## src/rtl/uart_tx_fifo_if.sv

```systemverilog
// Producer-side bus of the UART transmitter: push handshake plus line and status outputs.
interface uart_tx_fifo_if #(
  parameter int DATA_BITS = 8,
  parameter int FIFO_AW   = 3
);
  logic [DATA_BITS-1:0] i_data;
  logic                 i_valid;
  logic                 o_ready;
  logic                 o_txd;
  logic                 o_busy;
  logic [FIFO_AW:0]     o_level;

  modport master (output i_data, i_valid, input o_ready, o_txd, o_busy, o_level);
  modport slave  (input i_data, i_valid, output o_ready, o_txd, o_busy, o_level);
endinterface

```

## src/rtl/uart_tx_fifo.sv

```systemverilog
// UART transmitter fed by a circular FIFO; frames with configurable data width,
// parity and stop bits run back-to-back while words are queued.
module uart_tx_fifo #(
  parameter int CLKS_PER_BIT = 434,
  parameter int DATA_BITS    = 8,
  parameter int PARITY       = 0,
  parameter int STOP_BITS    = 1,
  parameter int FIFO_AW      = 3
) (
  input logic           i_clk,
  input logic           i_rst,
  uart_tx_fifo_if.slave bus
);
  localparam int DEPTH    = 1 << FIFO_AW;
  localparam int LW       = FIFO_AW + 1;
  localparam int CW       = $clog2(CLKS_PER_BIT);
  localparam int BW       = $clog2(DATA_BITS + 1);
  localparam int STOP_LEN = STOP_BITS * CLKS_PER_BIT;
  localparam int SW       = $clog2(STOP_LEN);
  localparam logic [CW-1:0] CNT_LAST  = CW'(CLKS_PER_BIT - 1);
  localparam logic [BW-1:0] BIT_LAST  = BW'(DATA_BITS - 1);
  localparam logic [SW-1:0] STOP_LAST = SW'(STOP_LEN - 1);
  localparam logic [LW-1:0] FULL_LVL  = LW'(DEPTH);

  if (CLKS_PER_BIT < 2) begin : g_bad_cpb
    $error("CLKS_PER_BIT must be >= 2");
  end
  if (DATA_BITS < 5 || DATA_BITS > 9) begin : g_bad_db
    $error("DATA_BITS must be 5..9");
  end
  if (PARITY < 0 || PARITY > 2) begin : g_bad_par
    $error("PARITY must be 0, 1 or 2");
  end
  if (STOP_BITS < 1 || STOP_BITS > 2) begin : g_bad_stop
    $error("STOP_BITS must be 1 or 2");
  end
  if (FIFO_AW < 1) begin : g_bad_aw
    $error("FIFO_AW must be >= 1");
  end

  typedef enum logic [2:0] {S_IDLE, S_START, S_DATA, S_PARITY, S_STOP} state_e;

  state_e               state_q, state_d;
  logic [CW-1:0]        cnt_q, cnt_d;
  logic [BW-1:0]        bit_q, bit_d;
  logic [SW-1:0]        stop_q, stop_d;
  logic [DATA_BITS-1:0] shift_q, shift_d;
  logic                 par_q, par_d;
  logic                 txd_q, txd_d;
  logic [FIFO_AW-1:0]   wr_ptr_q, wr_ptr_d, rd_ptr_q, rd_ptr_d;
  logic [LW-1:0]        level_q, level_d;
  logic                 ready_q, ready_d;
  logic [DATA_BITS-1:0] mem_q [DEPTH];

  logic                 push, pop, not_empty, cnt_last;
  logic [DATA_BITS-1:0] head;

  assign push      = bus.i_valid & ready_q;
  assign not_empty = (level_q != '0);
  assign cnt_last  = (cnt_q == CNT_LAST);
  assign head      = mem_q[rd_ptr_q];

  // ready is registered from the next level, so a pop from full re-opens
  // the FIFO only after the edge that performs it
  always_comb begin
    wr_ptr_d = wr_ptr_q + FIFO_AW'(push);
    rd_ptr_d = rd_ptr_q + FIFO_AW'(pop);
    level_d  = level_q + LW'(push) - LW'(pop);
    ready_d  = (level_d != FULL_LVL);
  end

  always_comb begin
    state_d = state_q;
    cnt_d   = cnt_q;
    bit_d   = bit_q;
    stop_d  = stop_q;
    shift_d = shift_q;
    par_d   = par_q;
    txd_d   = txd_q;
    pop     = 1'b0;
    case (state_q)
      S_IDLE: begin
        txd_d = 1'b1;
        if (not_empty) begin
          pop     = 1'b1;
          shift_d = head;
          par_d   = (PARITY == 1) ? ~^head : ^head;
          txd_d   = 1'b0;
          cnt_d   = '0;
          state_d = S_START;
        end
      end
      S_START: begin
        if (cnt_last) begin
          cnt_d   = '0;
          bit_d   = '0;
          txd_d   = shift_q[0];
          shift_d = shift_q >> 1;
          state_d = S_DATA;
        end else begin
          cnt_d = cnt_q + CW'(1);
        end
      end
      S_DATA: begin
        if (cnt_last) begin
          cnt_d = '0;
          if (bit_q != BIT_LAST) begin
            bit_d   = bit_q + BW'(1);
            txd_d   = shift_q[0];
            shift_d = shift_q >> 1;
          end else if (PARITY != 0) begin
            txd_d   = par_q;
            state_d = S_PARITY;
          end else begin
            txd_d   = 1'b1;
            stop_d  = '0;
            state_d = S_STOP;
          end
        end else begin
          cnt_d = cnt_q + CW'(1);
        end
      end
      S_PARITY: begin
        if (cnt_last) begin
          cnt_d   = '0;
          txd_d   = 1'b1;
          stop_d  = '0;
          state_d = S_STOP;
        end else begin
          cnt_d = cnt_q + CW'(1);
        end
      end
      S_STOP: begin
        if (stop_q == STOP_LAST) begin
          // chain straight into the next start bit when more data is queued
          if (not_empty) begin
            pop     = 1'b1;
            shift_d = head;
            par_d   = (PARITY == 1) ? ~^head : ^head;
            txd_d   = 1'b0;
            cnt_d   = '0;
            state_d = S_START;
          end else begin
            txd_d   = 1'b1;
            state_d = S_IDLE;
          end
        end else begin
          stop_d = stop_q + SW'(1);
        end
      end
      default: begin
        txd_d   = 1'b1;
        state_d = S_IDLE;
      end
    endcase
  end

  always_ff @(posedge i_clk) begin
    if (i_rst) begin
      state_q  <= S_IDLE;
      cnt_q    <= '0;
      bit_q    <= '0;
      stop_q   <= '0;
      shift_q  <= '0;
      par_q    <= 1'b0;
      txd_q    <= 1'b1;
      wr_ptr_q <= '0;
      rd_ptr_q <= '0;
      level_q  <= '0;
      ready_q  <= 1'b1;
    end else begin
      state_q  <= state_d;
      cnt_q    <= cnt_d;
      bit_q    <= bit_d;
      stop_q   <= stop_d;
      shift_q  <= shift_d;
      par_q    <= par_d;
      txd_q    <= txd_d;
      wr_ptr_q <= wr_ptr_d;
      rd_ptr_q <= rd_ptr_d;
      level_q  <= level_d;
      ready_q  <= ready_d;
    end
  end

  always_ff @(posedge i_clk) begin
    if (push && !i_rst) mem_q[wr_ptr_q] <= bus.i_data;
  end

  assign bus.o_ready = ready_q;
  assign bus.o_txd   = txd_q;
  assign bus.o_busy  = (state_q != S_IDLE);
  assign bus.o_level = level_q;
endmodule
```

## src/flat_wrapper.sv

```systemverilog
// flat-port wrapper written by rule: the top's interface ports become plain ports
module uart_tx_fifo_flat 
#(
  parameter int CLKS_PER_BIT = 434,
  parameter int DATA_BITS    = 8,
  parameter int PARITY       = 0,
  parameter int STOP_BITS    = 1,
  parameter int FIFO_AW      = 3
)
  (i_clk, i_rst, bus_i_data, bus_i_valid, bus_o_ready, bus_o_txd, bus_o_busy, bus_o_level);
  uart_tx_fifo_if #(.DATA_BITS(DATA_BITS), .FIFO_AW(FIFO_AW)) bus_i ();
  input logic i_clk;
  input logic i_rst;
  input wire logic [$bits(bus_i.i_data)-1:0] bus_i_data;
  input wire logic [$bits(bus_i.i_valid)-1:0] bus_i_valid;
  output wire logic [$bits(bus_i.o_ready)-1:0] bus_o_ready;
  output wire logic [$bits(bus_i.o_txd)-1:0] bus_o_txd;
  output wire logic [$bits(bus_i.o_busy)-1:0] bus_o_busy;
  output wire logic [$bits(bus_i.o_level)-1:0] bus_o_level;
  assign bus_i.i_data = bus_i_data;
  assign bus_i.i_valid = bus_i_valid;
  assign bus_o_ready = bus_i.o_ready;
  assign bus_o_txd = bus_i.o_txd;
  assign bus_o_busy = bus_i.o_busy;
  assign bus_o_level = bus_i.o_level;
  uart_tx_fifo #(.CLKS_PER_BIT(CLKS_PER_BIT), .DATA_BITS(DATA_BITS), .PARITY(PARITY), .STOP_BITS(STOP_BITS), .FIFO_AW(FIFO_AW)) u_core (.i_clk(i_clk), .i_rst(i_rst), .bus(bus_i));
endmodule
```

## config.mk

```make
export PLATFORM = sky130hd
export DESIGN_NAME = uart_tx_fifo_flat
export DESIGN_NICKNAME = d
export VERILOG_FILES = /design/src/rtl/uart_tx_fifo_if.sv /design/src/rtl/uart_tx_fifo.sv /design/src/flat_wrapper.sv
export SDC_FILE = /design/constraint.sdc
export NUM_CORES = 1
export LEC_CHECK = 0
export BUFFER_PORTS_ARGS = -buffer_cell sky130_fd_sc_hd__buf_2
export CORE_UTILIZATION = 63
export CTS_BUF_LIST = sky130_fd_sc_hd__clkbuf_8
export CTS_CLUSTER_DIAMETER = 50
export DETAILED_ROUTE_END_ITERATION = 12
export PLACE_DENSITY = 0.81
export SLEW_MARGIN = 25
export SYNTH_ARGS = -nofsm -noshare
export SYNTH_HDL_FRONTEND = slang
export SYNTH_SLANG_ARGS = --single-unit
export TNS_END_PERCENT = 30
```

## constraint.sdc

```tcl
create_clock -name i_clk -period 3.4 [get_ports i_clk]
set_clock_uncertainty 0.15 [all_clocks]
set_input_delay 0.68 -clock i_clk [delete_from_list [all_inputs] [get_ports i_clk]]
set_output_delay 0.68 -clock i_clk [all_outputs]
set_load 0.05 [all_outputs]
```

==> impl_metrics.tcl, run 1 <==
set metrics [dict create \
    status "completed" \
    cp_num_cells 9 \
    grt_max_degree 32 \
    slew_headroom_pct 47.57 \
    holdPathStages 2 \
    area_growth_pct 8.593 \
    cp_top_family "simple AND/OR/NAND/NOR gates" \
    cts_hold_buf 0 \
    dpl_cell_area_um2 4990 \
    dr.pass1.iters 4 \
    clkTransAtPathRegs_ps 100 \
    cap_violations 0 \
    use_met3_pct 4.617 \
    synthArstFlopShare_pct 0 \
    crit_fanout 9 \
    slowest_delay_ps 580 \
    end_kind "flip-flop" \
    fp.dieH_um 89.07 \
    max_freq_mhz 345.0 \
    synthCells 371 \
    grt_usage_pct 23.29 \
    io_pins 18 \
    setup_violations 0 \
    grt-busiest-layer "met2" \
    finalCritPeriodShare_pct 85.24 \
    synth_area_um2 4776 \
    yosysWarnings 0 \
    slew_viol_final 0 \
    synth_seq_cells 109 \
    grt_pass1_wl_um 13310 \
    diodes 0 \
    wl_per_cell_um 16.48 \
    synth_common_cells "64 x edfxtp_1, 45 x dfxtp_1, 38 x nor2_1" \
    ant_nets 0 \
    cts_resized 0 \
    synth_fp_nets 397 \
    viasPerCell 5.813 \
    finalCoreUtilization_pct 71.12 \
    hold_viol_final 0 \
    p_leak_nw 1.773 \
    critPathSlowestCell "or4b_4" \
    clock_path_buffers 2 \
    fin_setup_tns_ps 0 \
    cp_common_cell "ha_1" \
    cts_buffers 9 \
    grtUsageMet2_pct 40.21 \
    synth_area_leader_cell "edfxtp_1" \
    worstPathCellList "or4b_4 > o21ai_2 > and2_1 > ha_1 > inv_1 > ha_1 > fa_1 > nor2_1 > nand3_1" \
    wl_um 8193 \
    powerDensity_nw_per_um2 672.3 \
    rsz0062_at_grt "no" \
    yosysTopAreaCellShare_pct 40.24 \
    root_buffer "clkbuf_8" \
    post-route-drc-count 0 \
    hp-class "reg2reg" \
    criticalPathCategory "reg2reg" \
    dr_total_vias 2889 \
    io_buffers 17 \
    num_rows 31 \
    fin_nets 419 \
    overflow 0 \
    grt_pass1_vias 2773 \
    clk_latency_ps 370 \
    tightestPinTransition_ps 785.4 \
    die_area_um2 7933 \
    drive_gt1_share_pct 18.59 \
    synth.avg_cell_area_um2 12.87 \
    postLayoutCellArea_um2 5186 \
    worstRegToRegCells 9 \
    cts_tree "built" \
    path_buf_inv 1 \
    ys_seq_area_share_pct 59.10 \
    ys.flop_type "edfxtp_1" \
    dp_hpwl_um 5570 \
    layout_min_cycle_time_ps 2898 \
    synth_cell_type_count 51 \
    first_iter_violations 201 \
    place.gp.congestion 0.8395 \
    start_util_pct 65.49 \
    synth_edf_count 64 \
    ir_worst_vdd_uv 575.8 \
    cp.arrival_ps 3010 \
    start_kind "flip-flop" \
    synth.area.top_cells "edfxtp_1 40%, dfxtp_1 19%, mux4_2 7.5%" \
    cts-htree-levels 3 \
    core_um2 7292 \
    cp.required_ps 3510 \
    post-cts-setup-buffers 0 \
    antenna_found_initial 0 \
    yosysMostFrequentCell "edfxtp_1" \
    grt_use_met1_pct 28.17 \
    clock_sinks 109 \
    die_x_um 89.07 \
]
==> per-stage QoR <==
| step | hold WS, ps | cells | total power [W] | worst slack, ps |
|---|---|---|---|---|
| 2_1_floorplan | 281.6 | 371 | 0.002510 | 563.7 |
| 3_3_place_gp | 288.7 | 481 | 0.002695 | 612.0 |
| 3_5_place_dp | 296.4 | 481 | 0.002745 | 511.7 |
| 4_1_cts | 308.6 | 497 | 0.003517 | 507.3 |
| 5_1_grt | 329.2 | 497 | 0.003699 | 355.1 |
| 6_report | 308.2 | 497 | 0.003487 | 501.7 |
==> sequential cells by signal, indices dropped and copies added (netlist names) <==
signal / count
u_core.shift_q: 8
u_core.mem_q: 64
u_core.bus.o_level: 4
u_core.stop_q: 9
u_core.wr_ptr_q: 3
u_core.state_q: 3
u_core.rd_ptr_q: 3
u_core.bit_q: 4
u_core.cnt_q: 9
u_core.bus.o_txd: 1
u_core.bus.o_ready: 1
==> path summary, 6_finish.rpt <==
path / from / to / slack (ps)
hold reg to reg: u_core.shift_q[1] / u_core.shift_q[1] / 310
setup / recovery: u_core.stop_q[2] / u_core.bus.o_ready / 500
setup reg to reg: u_core.stop_q[2] / u_core.bus.o_ready / 500
hold / removal: u_core.shift_q[1] / u_core.shift_q[1] / 310
==> power by group <==
| part | total, W | internal (W) | switching (W) |
|---|---|---|---|
| clock network | 0.000781 | 0.000344 | 0.000436 |
| registers | 0.00163 | 0.00154 | 0.0000969 |
| logic | 0.00107 | 0.000463 | 0.000609 |
| total | 0.00349 | 0.00234 | 0.00114 |
==> layout by cell type, fill, tap and decap left out, drive strengths merged, types with 3 or more instances in the layout <==
cell type,synthesis,routed
or3,7,7
dfxtp,45,45
nor2b,7,7
buf,6,28
nand2b,5,5
a211oi,6,6
clkbuf,11,9
ha,14,14
and2,3,3
nand3,7,7
edfxtp,64,64
a21o,3,3
a211o,7,7
nand2,19,19
nor3,5,5
a21oi,23,23
xnor2,12,12
mux4,16,16
xor2,6,6
inv,12,16
mux2i,8,8
nand4,9,9
or4b,3,3
o21ai,8,8
nor2,38,38
==> per-layer routing <==
layer	up-vias	part of all wire [%]
li1	1424	-
met1	1392	43
met2	59	50
met3	14	4.1
met4	0	2.3
met5	-	0
==> cell families (layout without fill, tap and decap cells) <==
group,count (synthesis),after routing,share of synthesized area (%)
and+or+nand+nor,116,116,12.79
DFF,109,109,59.10
AOI/OAI and AO/OA,59,59,8.698
buffers and inverters,29,56,2.567
muxes,25,25,9.458
xor gates and xnor gates,18,18,3.301
adders and majority gates,15,15,4.087
==> tightest hold or removal path: stages (launching register included) <==
cell     delay, ps
dfxtp_1        320
nand2_1         50
a21oi_1         50
==> area by class of cell <==
cell class	instances	area [um2]
Sequential cell	109	2823
Fill cell	544	2106
Multi-Input combinational cell	233	1831
Timing Repair Buffer	28	167.7
Clock buffer	9	123.9
Tap cell	99	123.9
Clock inverter	7	72.57
Inverter	12	45.04
Note: power is estimated with default switching activity, not from simulation.
==> run 2: changes to the inputs <==
Settings changed: BUFFER_PORTS_ARGS -buffer_cell sky130_fd_sc_hd__buf_2 to default, DONT_BUFFER_PORTS from default to 1, PLACE_DENSITY 0.81 to 0.79.
==> run 2 against run 1 <==
Compared with the run above: maximum frequency is essentially flat; combinational power fell by 7%; cell count decreased by 3.0%; critical endpoint unchanged; total power shrank 2.0%; sequential share of layout area up 0.89 points; die area unchanged; highest routed layer unchanged.
==> impl_metrics.tcl, run 2 (synthesized netlist as in run 1, its figures left out) <==
set metrics [dict create \
    status "completed" \
    start_kind "flip-flop" \
    io_pins 18 \
    ant_nets 0 \
    fin_setup_tns_ps 0 \
    io_buffers 0 \
    clock_sinks 109 \
    cp.required_ps 3500 \
    top_regs "u_core.mem_q: 64 flops, u_core.cnt_q: 9 flops, u_core.stop_q: 9 flops" \
    cts_tree "built" \
    clock_path_buffers 2 \
    first_iter_violations 130 \
    crit_fanout 9 \
    grt_usage_pct 22.96 \
    cts-htree-levels 3 \
    p_leak_nw 1.704 \
    ir_worst_vdd_uv 391.3 \
    worstSetupStartpoint "u_core.stop_q[6]" \
    slew_viol_final 0 \
    rsz0062_at_grt "no" \
    max_freq_mhz 345.3 \
    layout_min_cycle_time_ps 2896 \
    cp.arrival_ps 3000 \
    grt_max_degree 32 \
    powerDensity_nw_per_um2 669.8 \
    layout_setup_ws_ps 504.0 \
    largest_register "u_core.mem_q" \
    setup_violations 0 \
    dp_hpwl_um 5516 \
    r2r_start "u_core.stop_q[6]" \
    cts_resized 0 \
    die_area_um2 7933 \
    finalCritPeriodShare_pct 85.18 \
    area_growth_pct 6.838 \
    hp-start "i_rst" \
    num_rows 31 \
    die_x_um 89.07 \
    wl_um 8198 \
    root_buffer "clkbuf_8" \
    cts_hold_buf 0 \
    tightestPinTransition_ps 816.8 \
    post-cts-setup-buffers 0 \
    final_common_cell "edfxtp_1" \
    largest_reg_flops 64 \
    clk_latency_ps 360 \
    cap_violations 0 \
    fp.dieH_um 89.07 \
    drive_gt1_share_pct 15.40 \
    clkTransAtPathRegs_ps 110 \
    layout_common_cells "64 x edfxtp_1, 45 x dfxtp_1, 38 x nor2_1" \
    finalCoreUtilization_pct 69.97 \
    fin_nets 404 \
    viasPerCell 5.967 \
    grt_pass1_vias 2822 \
    end_kind "flip-flop" \
    hp-class "in2reg" \
    slew_headroom_pct 45.13 \
    grt_pass1_wl_um 13280 \
    pre_cts_ws_ps 525.0 \
    post-route-drc-count 0 \
    dr.pass1.iters 4 \
    wl_per_cell_um 17.01 \
    start_util_pct 65.49 \
    dr_total_vias 2876 \
    core_um2 7292 \
    overflow 0 \
    nFillCells 529 \
    antenna_found_initial 0 \
    cts_buffers 9 \
    hold_viol_final 0 \
    diodes 0 \
    place.gp.congestion 0.8172 \
    criticalPathCategory "reg2reg" \
]
-- run 2: changes by cell type in the layout (fill, tap and decap cells not counted), sizes merged --
| cell | previous run | this run |
|---|---|---|
| bufinv | 1 | 0 |
| buf | 28 | 13 |
| clkinv | 0 | 2 |
| inv | 16 | 15 |
-- run 2: critical path: stages, from the launching register on --
cell	delay, ps
dfxtp_1	360
or4b_4	590
o21ai_2	350
and2_1	230
ha_1	240
inv_1	60
ha_1	180
fa_1	450
nor2_1	120
nand3_1	80
-- run 2: layer usage --
metal	global-route usage (%)	wire, um	vias to the layer above
li1	-	-	1392
met1	28.75	3718	1430
met2	39.72	4128	42
met3	4.340	213	12
met4	9.380	138	0
met5	0	0	-
-- run 2: area by class of cell --
type                            count  area, um2  share of cell area, %
Clock inverter                      7      58.81                  1.153
Tap cell                           99      123.9                  2.428
Sequential cell                   109       2823                  55.32
Inverter                           12      45.04                 0.8828
Multi-Input combinational cell    233       1831                  35.88
Timing Repair Buffer               13      97.59                  1.913
Clock buffer                        9      123.9                  2.428
-- run 2: through the flow --
stage | total power [W] | cell area [um2] | hold WS, ps | std cells
6_report | 0.003418 | 5102 | 225.2 | 482
5_1_grt | 0.003612 | 5102 | 194.4 | 482
4_1_cts | 0.003445 | 5102 | 205.4 | 482
3_5_place_dp | 0.002722 | 4920 | 296.5 | 466
3_3_place_gp | 0.002683 | 4920 | 283.5 | 466
2_1_floorplan | 0.002510 | 4776 | 281.6 | 371
-- run 2: report_power, final --
group	switching, W	total (W)	leakage [nW]	internal, W
clock	0.000446	0.000724	0.0873	0.000278
sequential	0.000163	0.00170	0.945	0.00154
combinational	0.000539	0.000993	0.672	0.000454
total	0.00115	0.00342	1.70	0.00227
-- run 2: final timing paths --
path | end | cells past startpoint | slack [ps]
worst max-delay path | u_core.bus.o_ready | 9 | 500
worst min-delay path | u_core.bus.o_level[1] | 1 | 230
worst max register to register | u_core.bus.o_ready | 9 | 500
worst min register to register | u_core.shift_q[7] | 2 | 320
==> run 3: changes to the inputs <==
Settings changed: ABC_AREA from default to 1.
==> run 3 against run 2 <==
Compared with the run above: first-iteration DRC count increased by 81%; setup slack improved by 300 ps; flip-flop and latch count unchanged; via count increased by 41%; synthesized cell count increased by 71%; maximum frequency increased by 12%; core utilization increased by 0.11 points; clock-buffer cell count unchanged; non-clock buffer count decreased by 4; clock power increased by 8.8%; synthesized area increased by 9.2%; critical path type unchanged.
==> impl_metrics.tcl, run 3 <==
set metrics [dict create \
    start_util_pct 66.15 \
    diodes 0 \
    tightestPinTransition_ps 991.6 \
    final_common_cell "nand2_1" \
    wl_um 10190 \
    core_um2 7888 \
    switching_share_pct 41.93 \
    finalCoreUtilization_pct 70.08 \
    grt_pass1_wl_um 16920 \
    area_growth_pct 5.947 \
    synth_edf_count 64 \
    cts-htree-levels 3 \
    clkTransAtPathRegs_ps 120 \
    top_regs "u_core.mem_q: 64 flops, u_core.cnt_q: 9 flops, u_core.stop_q: 9 flops" \
    fin_setup_tns_ps 0 \
    grt_max_degree 34 \
    rsz0062_at_grt "no" \
    dr.pass1.iters 5 \
    antenna_found_initial 0 \
    yosysMostFrequentCell "nand2_1" \
    cts_resized 0 \
    clock_sinks 109 \
    largest_register "u_core.mem_q" \
    drive_gt1_share_pct 7.956 \
    crit_fanout 4 \
    r2r_start "u_core.state_q[1]" \
    grt_usage_pct 25.47 \
    place.gp.congestion 0.8717 \
    post-cts-setup-buffers 0 \
    synth_seq_cells 109 \
    clk_latency_ps 390 \
    root_buffer "clkbuf_8" \
    slew_viol_final 0 \
    layout_common_cells "192 x nand2_1, 78 x inv_1, 76 x nor2_1" \
    cap_violations 0 \
    powerDensity_nw_per_um2 721.8 \
    synth_common_cells "192 x nand2_1, 78 x inv_1, 76 x nor2_1" \
    r2r-end "u_core.bus.o_ready" \
    ir_worst_vdd_uv 595.7 \
    cts_buffers 9 \
    yosysTopAreaCellShare_pct 36.83 \
    synthArstFlopShare_pct 0 \
    die_area_um2 8650 \
    clock_path_buffers 2 \
    setup_violations 0 \
    worstRegToRegCells 14 \
    finalCritPeriodShare_pct 76.24 \
    end_kind "flip-flop" \
    start_kind "flip-flop" \
    r2r_slack_ps 810 \
    cts_tree "built" \
    fin_nets 662 \
    io_buffers 0 \
    first_iter_violations 235 \
    hold_ws_ps 187.8 \
    whs_endpoint "u_core.wr_ptr_q[1]" \
    p_int_w 0.002317 \
    overflow 0 \
    synth_cell_type_count 29 \
    hp-class "in2reg" \
    holdPathStages 1 \
    wl_per_cell_um 13.71 \
    p_leak_nw 2.326 \
    fp.dieH_um 93.01 \
    viasPerCell 5.441 \
    seqPwrFrac_pct 40.5 \
    synth.avg_cell_area_um2 8.217 \
    status "completed" \
    ys_seq_area_share_pct 54.10 \
    dp_hpwl_um 6905 \
    synthCells 635 \
    hp-start "i_rst" \
    ant_nets 0 \
    layout_min_cycle_time_ps 2592 \
    cp.required_ps 3530 \
    hold_viol_final 0 \
    post-route-drc-count 0 \
    synth_area_leader_cell "edfxtp_1" \
    cts_hold_buf 0 \
    slew_headroom_pct 33.82 \
    die_x_um 93.01 \
    p_clk_share_pct 19.8 \
    cp.arrival_ps 2730 \
    dr_total_vias 4043 \
    io_pins 18 \
    max_freq_mhz 385.8 \
    synth.area.top_cells "edfxtp_1 37%, dfxtp_1 17%, nand2_1 14%" \
    ys.flop_type "edfxtp_1" \
    largest_reg_flops 64 \
    synth_area_um2 5218 \
    num_rows 32 \
    yosysWarnings 0 \
    grt_pass1_vias 3837 \
    p_sw_w 0.001673 \
    synth_fp_nets 661 \
    combPwrFrac_pct 39.7 \
    criticalPathCategory "reg2reg" \
]
-- run 3: worst max-delay path, cell delays in order (launching register included) --
cell	delay, ps
dfxtp_1	410
nor2_2	80
inv_2	100
nor2_1	60
inv_1	50
buf_4	190
nand2_1	80
nand2_1	80
inv_1	70
ha_1	270
inv_1	40
ha_1	210
fa_1	390
xnor2_1	210
nand4_1	110
-- run 3: worst max-delay path by stage --
stage,depth (start not counted),start,to
after CTS,14,u_core.state_q[1],u_core.bus.o_ready
after global placement,14,u_core.state_q[1],u_core.bus.o_ready
after detailed placement,14,u_core.state_q[1],u_core.bus.o_ready
after global routing,12,u_core.bus.o_level[2],u_core.bus.o_ready
after floorplan,13,u_core.state_q[1],u_core.bus.o_ready
final,14,u_core.state_q[1],u_core.bus.o_ready
-- run 3: kinds of logic (layout without fill, tap and decap cells) --
kind of cell	count (synthesis)	in the layout	share of synthesized area (%)
flip-flops	109	109	54.10
buffers and inverters	106	112	8.106
XOR/XNOR	4	4	0.6716
AND/OR/NAND/NOR	357	357	29.09
AO/OA/AOI/OAI	44	44	4.293
adder cells (fa/ha/maj)	15	15	3.741
-- run 3: layer usage --
| layer | vias up | GRT usage (%) | wire [um] |
|---|---|---|---|
| met2 | 137 | 41.61 | 4835 |
| li1 | 2027 | - | - |
| met5 | - | 0 | 0 |
| met3 | 30 | 5.041 | 572 |
| met1 | 1849 | 32.57 | 4503 |
| met4 | 0 | 12.31 | 273 |
-- run 3: layout make-up --
cell class	count	area (um2)
inverter	87	326.6
multi-input combinational	420	1972
timing repair buffer	9	67.56
fill	598	2360
sequential	109	2823
tap	102	127.6
clock inverter	7	87.58
clock buffer	9	123.9
-- run 3: power groups by stage --
stage                     Combinational [W]  Clock [W]  Sequential [W]
final                               0.00159   0.000788         0.00162
after floorplan                     0.00120          0         0.00170
after detailed placement            0.00158          0         0.00165
after global routing                0.00179   0.000840         0.00163
after global placement              0.00151          0         0.00164
after CTS                           0.00159   0.000794         0.00162
-- run 3: stage by stage --
step | total power [W] | instances | worst slack [ps] | area, um2
after floorplan | 0.002900 | 635 | 845.4 | 5218
after global placement | 0.003153 | 727 | 851.0 | 5316
after detailed placement | 0.003223 | 727 | 793.5 | 5316
after CTS | 0.003998 | 743 | 790.8 | 5528
after global routing | 0.004265 | 743 | 603.9 | 5528
final | 0.003990 | 743 | 808.0 | 5528
